### config.mk
export PLATFORM = sky130hd
export DESIGN_NAME = if_id_reg
export DESIGN_NICKNAME = d
export VERILOG_FILES = /design/src/rtl/if_id_reg.sv
export SDC_FILE = /design/constraint.sdc
export NUM_CORES = 1
export LEC_CHECK = 0
export CORE_MARGIN = 5
export CORE_UTILIZATION = 38
export CTS_BUF_LIST = sky130_fd_sc_hd__clkbuf_16
export CTS_CLUSTER_SIZE = 25
export DETAILED_ROUTE_END_ITERATION = 10
export PLACE_DENSITY = 0.81
export SLEW_MARGIN = 20
export SYNTH_ARGS = -nofsm -noshare
export SYNTH_HDL_FRONTEND = slang
export SYNTH_SLANG_ARGS = --single-unit
### constraint.sdc
create_clock -name clk -period 2.4 [get_ports clk]
set_input_delay 0.48 -clock clk [delete_from_list [all_inputs] [get_ports clk]]
set_output_delay 0.48 -clock clk [all_outputs]
set_load 0.05 [all_outputs]
### src/rtl/if_id_reg.sv
// IF/ID pipeline register with stall, flush-to-bubble and a valid flag for decode.
// Optional stall/flush statistics counters are enabled with the IF_ID_STATS_EN macro.
module if_id_reg #(
   parameter int               WIDTH = 32,
   parameter logic [WIDTH-1:0] NOP   = 32'h0000_0000,
   parameter int               CNT_W = 16
) (
   input  logic             clk,
   input  logic             rst,
   input  logic             en,
   input  logic             flush,
   input  logic [WIDTH-1:0] PC_in,
   input  logic [WIDTH-1:0] instruction_in,
   output logic [WIDTH-1:0] PC,
   output logic [WIDTH-1:0] instruction,
   output logic             valid,
   output logic [CNT_W-1:0] stall_cnt,
   output logic [CNT_W-1:0] flush_cnt
);

   typedef enum logic [0:0] {
      BUBBLE = 1'b0,
      VALID  = 1'b1
   } state_t;

   state_t           state_r, state_s;
   logic [WIDTH-1:0] pc_r, pc_s;
   logic [WIDTH-1:0] instr_r, instr_s;

   // Next-state: flush beats advance, and a bubble always carries the NOP word
   always_comb begin
      state_s = state_r;
      pc_s    = pc_r;
      instr_s = instr_r;
      if (flush) begin
         state_s = BUBBLE;
         pc_s    = PC_in;
         instr_s = NOP;
      end else if (en) begin
         state_s = VALID;
         pc_s    = PC_in;
         instr_s = instruction_in;
      end else begin
         state_s = state_r;
         pc_s    = pc_r;
         instr_s = instr_r;
      end
   end

   // Pipeline state register
   always_ff @(posedge clk or posedge rst) begin
      if (rst) begin
         state_r <= BUBBLE;
         pc_r    <= {WIDTH{1'b0}};
         instr_r <= NOP;
      end else begin
         state_r <= state_s;
         pc_r    <= pc_s;
         instr_r <= instr_s;
      end
   end

   assign PC          = pc_r;
   assign instruction = instr_r;
   assign valid       = (state_r == VALID);

`ifdef IF_ID_STATS_EN
   localparam logic [CNT_W-1:0] CNT_MAX = {CNT_W{1'b1}};
   localparam logic [CNT_W-1:0] CNT_ONE = CNT_W'(1);

   logic [CNT_W-1:0] stall_cnt_r;
   logic [CNT_W-1:0] flush_cnt_r;

   // Saturating event counters; a flush edge is never also counted as a stall
   always_ff @(posedge clk or posedge rst) begin
      if (rst) begin
         stall_cnt_r <= {CNT_W{1'b0}};
         flush_cnt_r <= {CNT_W{1'b0}};
      end else if (flush) begin
         if (flush_cnt_r != CNT_MAX) begin
            flush_cnt_r <= flush_cnt_r + CNT_ONE;
         end
      end else if (!en) begin
         if (stall_cnt_r != CNT_MAX) begin
            stall_cnt_r <= stall_cnt_r + CNT_ONE;
         end
      end
   end

   assign stall_cnt = stall_cnt_r;
   assign flush_cnt = flush_cnt_r;
`else
   assign stall_cnt = {CNT_W{1'b0}};
   assign flush_cnt = {CNT_W{1'b0}};
`endif

endmodule

==> metrics <==
status finished clean; Clock Path Buffers 2; clock buffer count from CTS 9; vias in the first global route approximately 2000; DP HPWL just under 5 mm; period utilization 82.46%; vias per cell 4.195; drt total wl around 6.5 mm; unrepaired setup endpoints after global routing false; Adder-Cell Fraction of Synth Area 0%; Area growth, synth to finish 52.75%; Final #Nets 412; port bufs ~130; worst reg-to-reg setup slack 1620 ps; Worst-path clk slew 50 ps; Fin. Hold Viols 0; post-CTS setup buffer count 0; CP Max Fanout 2; crit path launch type flop; # IOs around 170; fin crit period 1979 ps; Simple-Gate Fraction of Synth Area 5.036%; WP data required about 1900 ps; slew at the pin with the worst max-slew slack 528.4 ps; WL/cell 14.40 µm; final setup fails 0; cell family with most CP delay buffers and inverters; Std-Cell Rows 32; post-synthesis compound-gate area fraction 0%; Setup Skew 0 ps; non-filler cells in the finished layout between 400 and 500; # clock sinks 65; Hold Buf Count CTS 0; layout cells sized above 1 between 10% and 20%; routed length on met1 2.709 mm; multiplexer area fraction after synthesis between 20% and 30%; Crit. End Element output pin; Synth Register Bits 65; Core Box Area ~7600 µm²; CTS tree yes; Root Buffer clkbuf_16; worst setup path class flop to output pin; Pleak around 0.0021 µW; Layout fillers 623; Post-Syn Area 2932 µm²; first-pass GRT wire length slightly above 10 mm; worst relative slew slack between 60 and 70%; DR pass1 iterations 2; crit-path cells clkdlybuf4s50_1; TNS Setup 0 ps; die width 97.83 µm; Skew-Pair Late Insertion Delay between 300 and 400 ps; Met2 Routed Length 3.095 mm; Post-Synth XOR/XNOR Area 0%; peak supply drop about 360 µV; ant diodes 0; # DRC 0; slowest stage delay, CP just over 800 ps; DR top layer met4; DR vias 1892; Detailed Route Iter0 Violations 38; Starting Density approximately two fifths; sequential element share of the synthesized area roughly 55%; wire length on met3 a little over 600 µm; Mapped Cells approximately 210; worst hold path type flop to flop; total grt overflow 0; All-Layer GR Usage between 10% and 20%; placed cells 435; initial antenna violation count 0; pre-CTS WS roughly 400 ps; Die ar. between 9000 and 10000 µm²; die height just under 100 µm; synth warn 0; Syn Area/Cell around 14 µm²; Final ANT Viol Nets 0; Synth cell types 12; Routability Congestion 0.7177; CP Buf/Inv Count 1; largest family of logic cells by synthesized area multiplexers; CP arrival 1500 ps; largest net degree at the start of global routing 66; max_cap viols 0; area occupied by registers 1627 µm²; Crit-path slowest cell clkdlybuf4s50_1; post-CTS sizing 0; multi-input logic area 1061 µm²; Max Freq 0.5053 GHz; number of H-tree levels 3; PwrDens approximately 740 nW/µm²; Final WS setup around 420 ps; Max Transition Viols Final 0
-- metrics by stage --
step,power (µW),util [%],area [µm²],hold WS (ps)
2_1_floorplan,1843,-,3048,628.5
3_3_place_gp,2089,55.08,4190,476.4
3_5_place_dp,2100,55.08,4190,480.8
4_1_cts,3356,58.87,4478,493.6
5_1_grt,3445,58.87,4478,518.7
6_report,3304,58.87,4478,493.4
-- final timing paths --
path | start | to | cells after the start
worst max-delay path | PC[0] | PC[0] | 1
worst min-delay path | valid | valid | 2
worst max register to register | PC[0] | PC[0] | 1
worst min register to register | valid | valid | 2
max in group asynchronous | rst | PC[1] | 3
min in group asynchronous | rst | PC[11] | 3
-- logic make-up (layout without fill, tap and decap cells) --
group	after synthesis	after routing
DFF	65	65
buffers and inverters	44	153
muxes	64	64
other	1	32
and+or+nand+nor	35	35
-- Yosys cell counts --
library cell / count / area, µm²
dfrtp_1: 65 / 1627
buf_4: 35 / 262.8
nor2_1: 34 / 127.6
mux2i_1: 32 / 320.3
mux2_4: 30 / 450.4
buf_12: 3 / 60.06
clkbuf_1: 3 / 11.26
buf_6: 2 / 22.52
mux2_2: 2 / 22.52
conb_1: 1 / 3.750
inv_1: 1 / 3.750
nor2_8: 1 / 20.02
-- flip-flops by register name (all words and copies together), names as in the netlist --
name / flops
instruction: 32
valid: 1
PC: 32
-- cell usage in the layout (no fill, tap or decap) --
cell type,synthesis,routed
clkinvlp_4,0,2
dfrtp_1,65,65
bufinv_16,0,1
clkinv_2,0,2
mux2_2,2,2
clkbuf_16,0,9
clkinv_1,0,1
inv_2,0,1
inv_1,1,1
buf_4,35,2
clkdlybuf4s50_1,0,131
buf_2,0,1
nor2_1,34,34
mux2i_1,32,32
nor2_8,1,1
mux2_4,30,30
conb_1,1,32
buf_12,3,2
-- routing by layer --
layer	track usage [%]	vias to the layer above
met3	6.000	7
li1	-	898
met2	20.99	100
met4	4.473	0
met1	16.18	887
met5	0	-
-- layout make-up --
cell class | instances | share of cell area (%)
timing repair buffer | 136 | 30.62
inverter | 1 | 0.08382
multi-input combinational | 131 | 23.69
clock inverter | 7 | 1.397
tap | 102 | 2.850
clock buffer | 9 | 5.029
sequential | 65 | 36.32
-- report_power, final --
part	total (µW)	internal (µW)	switching [µW]	leakage, µW
logic	858	328	530	0.00114
clock network	1230	791	436	0.000140
registers	1220	1170	44.6	0.000810
total	3300	2290	1010	0.00209
No activity file was read; power rests on OpenSTA's default activity.
